### src/rtl/riscv_muldiv_if.sv
// Request/response bundle between the core and the iterative MUL/DIV unit.
interface riscv_muldiv_if #(
  parameter int unsigned XLEN = 32
);
  logic            start;
  logic [2:0]      funct3;
  logic [XLEN-1:0] rs1_data;
  logic [XLEN-1:0] rs2_data;
  logic            ready;
  logic            busy;
  logic            done;
  logic [XLEN-1:0] result;

  modport master (
    output start, funct3, rs1_data, rs2_data,
    input  ready, busy, done, result
  );

  modport slave (
    input  start, funct3, rs1_data, rs2_data,
    output ready, busy, done, result
  );
endinterface

### src/rtl/riscv_muldiv.sv
// Iterative RV32M multiply/divide: shift-add multiply, restoring divide,
// one bit per cycle, with divide-by-zero and signed overflow short-circuited.
module riscv_muldiv #(
  parameter int unsigned XLEN = 32
) (
  input logic          clk,
  input logic          reset,
  riscv_muldiv_if.slave bus
);

  localparam int unsigned CNT_W = $clog2(XLEN) + 1;
  localparam int unsigned PW    = 2 * XLEN;
  localparam logic [XLEN-1:0] MIN_NEG = {1'b1, {(XLEN-1){1'b0}}};

  typedef enum logic [1:0] {IDLE, CALC, FIX, DONE} state_t;

  state_t          state_q, state_d;
  logic [2:0]      op_q;
  logic            neg_a_q, neg_b_q;
  logic [XLEN-1:0] opnd_q;   // multiplicand for MUL*, divisor for DIV*
  logic [PW-1:0]   acc_q;    // {hi, lo}: product, or {remainder, quotient}
  logic [CNT_W-1:0] cnt_q;

  // Accept-time decode: sign handling, magnitudes and special divide cases.
  logic            accept_c;
  logic            is_div_c, sgn_a_c, sgn_b_c, neg_a_c, neg_b_c;
  logic [XLEN-1:0] a_mag_c, b_mag_c;
  logic            div_zero_c, div_ovf_c, special_c;
  logic [XLEN-1:0] special_val_c;

  always_comb begin
    accept_c   = bus.start && (state_q == IDLE || state_q == DONE);
    is_div_c   = bus.funct3[2];
    sgn_a_c    = is_div_c ? ~bus.funct3[0]
                          : (bus.funct3[1:0] == 2'b01 || bus.funct3[1:0] == 2'b10);
    sgn_b_c    = is_div_c ? ~bus.funct3[0] : (bus.funct3[1:0] == 2'b01);
    neg_a_c    = sgn_a_c && bus.rs1_data[XLEN-1];
    neg_b_c    = sgn_b_c && bus.rs2_data[XLEN-1];
    a_mag_c    = neg_a_c ? -bus.rs1_data : bus.rs1_data;
    b_mag_c    = neg_b_c ? -bus.rs2_data : bus.rs2_data;
    div_zero_c = is_div_c && (bus.rs2_data == '0);
    div_ovf_c  = is_div_c && ~bus.funct3[0] && (bus.rs1_data == MIN_NEG) &&
                 (bus.rs2_data == '1);
    special_c  = div_zero_c || div_ovf_c;
    if (div_zero_c) special_val_c = bus.funct3[1] ? bus.rs1_data : '1;
    else            special_val_c = bus.funct3[1] ? '0 : bus.rs1_data;
  end

  // One iteration of shift-add multiply or restoring divide.
  logic [XLEN:0]   mul_sum_c;
  logic [XLEN:0]   rem_sh_c, diff_c;
  logic [PW-1:0]   step_c;

  always_comb begin
    mul_sum_c = {1'b0, acc_q[PW-1:XLEN]} + (acc_q[0] ? {1'b0, opnd_q} : '0);
    rem_sh_c  = {acc_q[PW-1:XLEN], acc_q[XLEN-1]};
    diff_c    = rem_sh_c - {1'b0, opnd_q};
    step_c    = '0;
    if (!op_q[2]) begin
      step_c = {mul_sum_c, acc_q[XLEN-1:1]};
    end else if (diff_c[XLEN]) begin
      step_c = {rem_sh_c[XLEN-1:0], acc_q[XLEN-2:0], 1'b0};
    end else begin
      step_c = {diff_c[XLEN-1:0], acc_q[XLEN-2:0], 1'b1};
    end
  end

  // Sign fix-up and final result selection.
  logic [PW-1:0]   prod_c;
  logic [XLEN-1:0] quot_c, rem_c, fix_val_c;

  always_comb begin
    prod_c = (neg_a_q ^ neg_b_q) ? -acc_q : acc_q;
    quot_c = (neg_a_q ^ neg_b_q) ? -acc_q[XLEN-1:0] : acc_q[XLEN-1:0];
    rem_c  = neg_a_q ? -acc_q[PW-1:XLEN] : acc_q[PW-1:XLEN];
    if (op_q[2])                fix_val_c = op_q[1] ? rem_c : quot_c;
    else if (op_q[1:0] == 2'b00) fix_val_c = prod_c[XLEN-1:0];
    else                        fix_val_c = prod_c[PW-1:XLEN];
  end

  // State register.
  always_ff @(posedge clk or posedge reset) begin
    if (reset) state_q <= IDLE;
    else       state_q <= state_d;
  end

  // Next-state logic.
  always_comb begin
    state_d = state_q;
    case (state_q)
      IDLE: if (accept_c) state_d = special_c ? DONE : CALC;
      CALC: if (cnt_q == '0) state_d = FIX;
      FIX:  state_d = DONE;
      DONE: begin
        if (accept_c) state_d = special_c ? DONE : CALC;
        else          state_d = IDLE;
      end
      default: state_d = IDLE;
    endcase
  end

  // Datapath: operand capture, iteration and result load.
  always_ff @(posedge clk or posedge reset) begin
    if (reset) begin
      op_q       <= '0;
      neg_a_q    <= 1'b0;
      neg_b_q    <= 1'b0;
      opnd_q     <= '0;
      acc_q      <= '0;
      cnt_q      <= '0;
      bus.result <= '0;
    end else if (accept_c) begin
      op_q    <= bus.funct3;
      neg_a_q <= neg_a_c;
      neg_b_q <= neg_b_c;
      opnd_q  <= is_div_c ? b_mag_c : a_mag_c;
      acc_q   <= {{XLEN{1'b0}}, (is_div_c ? a_mag_c : b_mag_c)};
      cnt_q   <= CNT_W'(XLEN - 1);
      if (special_c) bus.result <= special_val_c;
    end else if (state_q == CALC) begin
      acc_q <= step_c;
      cnt_q <= cnt_q - CNT_W'(1);
    end else if (state_q == FIX) begin
      bus.result <= fix_val_c;
    end
  end

  // Status outputs registered from the next state.
  always_ff @(posedge clk or posedge reset) begin
    if (reset) begin
      bus.ready <= 1'b1;
      bus.busy  <= 1'b0;
      bus.done  <= 1'b0;
    end else begin
      bus.ready <= (state_d == IDLE) || (state_d == DONE);
      bus.busy  <= (state_d == CALC) || (state_d == FIX);
      bus.done  <= (state_d == DONE);
    end
  end

endmodule

### src/flat_wrapper.sv
// flat-port wrapper written by rule: the top's interface ports become plain ports
module riscv_muldiv_flat 
#(
  parameter int unsigned XLEN = 32
)
  (clk, reset, bus_start, bus_funct3, bus_rs1_data, bus_rs2_data, bus_ready, bus_busy, bus_done, bus_result);
  riscv_muldiv_if #(.XLEN(XLEN)) bus_i ();
  input logic clk;
  input logic reset;
  input wire logic [$bits(bus_i.start)-1:0] bus_start;
  input wire logic [$bits(bus_i.funct3)-1:0] bus_funct3;
  input wire logic [$bits(bus_i.rs1_data)-1:0] bus_rs1_data;
  input wire logic [$bits(bus_i.rs2_data)-1:0] bus_rs2_data;
  output wire logic [$bits(bus_i.ready)-1:0] bus_ready;
  output wire logic [$bits(bus_i.busy)-1:0] bus_busy;
  output wire logic [$bits(bus_i.done)-1:0] bus_done;
  output wire logic [$bits(bus_i.result)-1:0] bus_result;
  assign bus_i.start = bus_start;
  assign bus_i.funct3 = bus_funct3;
  assign bus_i.rs1_data = bus_rs1_data;
  assign bus_i.rs2_data = bus_rs2_data;
  assign bus_ready = bus_i.ready;
  assign bus_busy = bus_i.busy;
  assign bus_done = bus_i.done;
  assign bus_result = bus_i.result;
  riscv_muldiv #(.XLEN(XLEN)) u_core (.clk(clk), .reset(reset), .bus(bus_i));
endmodule
### config.mk
export PLATFORM = sky130hd
export DESIGN_NAME = riscv_muldiv_flat
export DESIGN_NICKNAME = d
export VERILOG_FILES = /design/src/rtl/riscv_muldiv_if.sv /design/src/rtl/riscv_muldiv.sv /design/src/flat_wrapper.sv
export SDC_FILE = /design/constraint.sdc
export NUM_CORES = 1
export LEC_CHECK = 0
export CORE_MARGIN = 5
export CORE_UTILIZATION = 66
export CTS_CLUSTER_DIAMETER = 80
export DETAILED_ROUTE_END_ITERATION = 16
export GPL_TIMING_DRIVEN = 1
export PLACE_DENSITY = 0.9
export SLEW_MARGIN = 0
export SYNTH_ARGS = -nofsm -noshare
export SYNTH_HDL_FRONTEND = slang
export SYNTH_SLANG_ARGS = --single-unit
### constraint.sdc
create_clock -name clk -period 15.1 [get_ports clk]
set_input_delay 3.02 -clock clk [delete_from_list [all_inputs] [get_ports clk]]
set_output_delay 3.02 -clock clk [all_outputs]
set_load 0.05 [all_outputs]
==> results.yml <==
outcome:
  status: "finished, final reports clean"
worst_setup_path:
  cp_max_fo: 49
  worstSetupPathType: "in -> reg"
  arrival_ns: 6.88
  rr_endpoint: "u_core.acc_q[58]$_DFFE_PP0P_"
  crit_end: "u_core.bus.result[6]$_DFFE_PP0P_"
  reg2reg_depth: 12
  r2r-start: "u_core.acc_q[0]$_DFFE_PP0P_"
  r2r_setup_slack_ns: 10.61
  crit_path_start: "bus_rs1_data[14]"
  required_ns: 15.42
  cp-end-kind: "flip-flop"
  start_kind: "primary input"
global_route:
  grt_max_degree: 80
  grt_antenna_before_repair: 3
  overflow: 0
  grt_usage_pct: 43.6
  grt_pass1_wl_um: 90800
  grt_pass1_vias: 15810
clock_network:
  clockBufferDepth: 2
  post_cts_buffers: 0
  cts_root_buf: "clkbuf_16"
  insertion_delay_ns: 0.44
  ctsHoldBuffers: 0
  clock_sinks: 144
  cts_tree: "done"
  htree_levels: 4
  clkTransAtPathRegs_ns: 0.06
  cts_buffers: 17
  cts_resized: 0
die:
  die_area_um2: 26700
  io_pins: 105
  die_y_um: 163
  core-area_um2: 23300
  die_x_um: 163
  start_util_pct: 66.6
  rows: 56
layout:
  drive_above_1_share_pct: 4.05
  nFillCells: 1880
  layout_common_cells: "nand2_1, nor2_1, o21ai_0"
  layout_commonest_cell: "nand2_1"
  final_nets: 2236
  area_growth_pct: 10.5
timing:
  rsz0062_at_grt: "no"
  slew_violations: 0
  finalSetupTns_ns: 0
  fin_crit_sh_pct: 43.5
  relSlewSlack_pct: 16.4
  fin_crit_ns: 6.56
  setup_viol: 0
  setup_slack_ns: 8.54
  worst_slew_pin_slew_ns: 1.25
  fmax_mhz: 152
  finalHoldViolations: 0
  finClkSkew_ns: 0.0112
routing:
  first_iter_violations: 2654
  ant_nets: 0
  wl_um: 59200
  drc: 0
  vias_per_cell: 7.09
  vias: 17151
  wire_per_inst_um: 24.5
  drtPass1Iterations: 6
power:
  leakage_nw: 7.07
  power.density_nw_per_um2: 277
  ir_drop_uv: 258
placement:
  place.detailed.hpwl_um: 44300
  port_buffers: 104
  dp_slack_ns: 8.24
  gp_congestion: 1.08
logic_synthesis:
  ys_ff_latch: 144
  synth_cells: 2096
  avgSynthCellArea_um2: 7.41
  yosysWarnings: 0
  synthArstFlopShare_pct: 100
  synth.top_cell.area_share_pct: 23.0
  synth_edf_count: 0
  synth_cell_type_count: 71
  yosysTopAreaCell: "dfrtp_1"
  synth_area_um2: 15500
  ys_seq_area_share_pct: 23.2
  synth-main-ff-cell: "dfrtp_1"
  synth_fp_nets: 2245
  synth.area.top_cells: "dfrtp_1, o21ai_0, ha_1"
run:
  max_cap_violations: 0
worst_hold_path:
  hp-class: "reg -> reg"
-- how the worst min path moves through the flow --
stage / from / endpoint / slack, ns / depth (start not counted)
finish: u_core.opnd_q[2]$_DFFE_PP0P_ / u_core.opnd_q[2]$_DFFE_PP0P_ / 0.51 / 2
global route: u_core.bus.result[8]$_DFFE_PP0P_ / u_core.bus.result[8]$_DFFE_PP0P_ / 0.54 / 1
CTS: u_core.opnd_q[2]$_DFFE_PP0P_ / u_core.opnd_q[2]$_DFFE_PP0P_ / 0.51 / 2
detailed placement: u_core.opnd_q[2]$_DFFE_PP0P_ / u_core.opnd_q[2]$_DFFE_PP0P_ / 0.49 / 2
global placement: u_core.opnd_q[31]$_DFFE_PP0P_ / u_core.opnd_q[31]$_DFFE_PP0P_ / 0.46 / 2
floorplan: u_core.opnd_q[10]$_DFFE_PP0P_ / u_core.opnd_q[10]$_DFFE_PP0P_ / 0.45 / 2
-- critical path, cell delays in order --
cell and delay [ns]:
clkdlybuf4s50_1 0.57, or4_1 0.58, nor3_1 0.55, and4b_1 0.46, nand3_1 0.18, o21ai_0 0.30
a21o_2 0.34, buf_4 0.51, mux2_4 0.34
-- power by group --
part           total [mW]  switching, mW  internal, mW  leakage, nW
Sequential          0.862          0.290         0.572         1.74
Clock               0.433          0.189         0.245        0.267
Combinational        3.46           2.23          1.23         5.07
-- synthesized netlist by cell type (all sizes together), types with 32 or more instances --
| master | count |
|---|---|
| nand2 | 243 |
| xnor2 | 97 |
| ha | 77 |
| dfrtp | 143 |
| a21oi | 143 |
| inv | 70 |
| o21ai | 201 |
| nor2 | 203 |
| a21o | 32 |
| a31oi | 45 |
| mux2i | 56 |
| o211ai | 82 |
| nand3 | 39 |
| nor3 | 42 |
| clkbuf | 129 |
| xor2 | 108 |
-- cells by family after synthesis --
| kind of cell | count (synthesis) | share of synthesized area (%) |
|---|---|---|
| compound gates | 683 | 27.8 |
| xor+xnor | 205 | 11.6 |
| fa+ha+maj | 104 | 8.07 |
| buf+inv | 225 | 5.59 |
| flops | 144 | 23.2 |
| mux | 59 | 3.85 |
| simple gates | 676 | 19.9 |
-- layout make-up --
cell class	instances	area, µm²	share of cell area (%)
diodes	1	2.50	0.0146
multi-input cells	1727	11100	64.7
flip-flops and latches	144	3610	21.0
clock buffers	20	437	2.54
well taps	319	399	2.33
inverters	73	279	1.63
repair buffers	124	1190	6.95
clock inverters	12	135	0.787
-- flip-flops by register name, indices dropped and copies added, names as in the netlist --
name               flops
u_core.opnd_q         32
u_core.neg_b_q         1
u_core.bus.result     32
u_core.bus.busy        1
u_core.bus.ready       1
u_core.bus.done        1
u_core.neg_a_q         1
u_core.cnt_q           6
u_core.op_q            3
u_core.state_q         2
u_core.acc_q          64
-- metrics by stage --
| step | util [%] | hold slack (ns) | instance area (µm²) | total power [mW] | cells |
|---|---|---|---|---|---|
| final | 73.6 | 0.511 | 17200 | 4.76 | 2420 |
| after global routing | 73.6 | 0.536 | 17200 | 5.03 | 2419 |
| after CTS | 73.5 | 0.508 | 17200 | 4.62 | 2418 |
| after detailed placement | 71.1 | 0.494 | 16600 | 4.17 | 2386 |
| after global placement | 71.1 | 0.463 | 16600 | 4.10 | 2386 |
| after floorplan | - | 0.450 | 15500 | 3.21 | 2096 |
-- routing by layer --
layer	part of all wire (%)	global-route usage, %	vias up
li1	-	-	7592
met1	38	58.8	8015
met4	6.9	25.6	2
met5	0.022	0	-
met2	42	63.5	1306
met3	13	10.5	236
(Power assumes the default switching activity.)
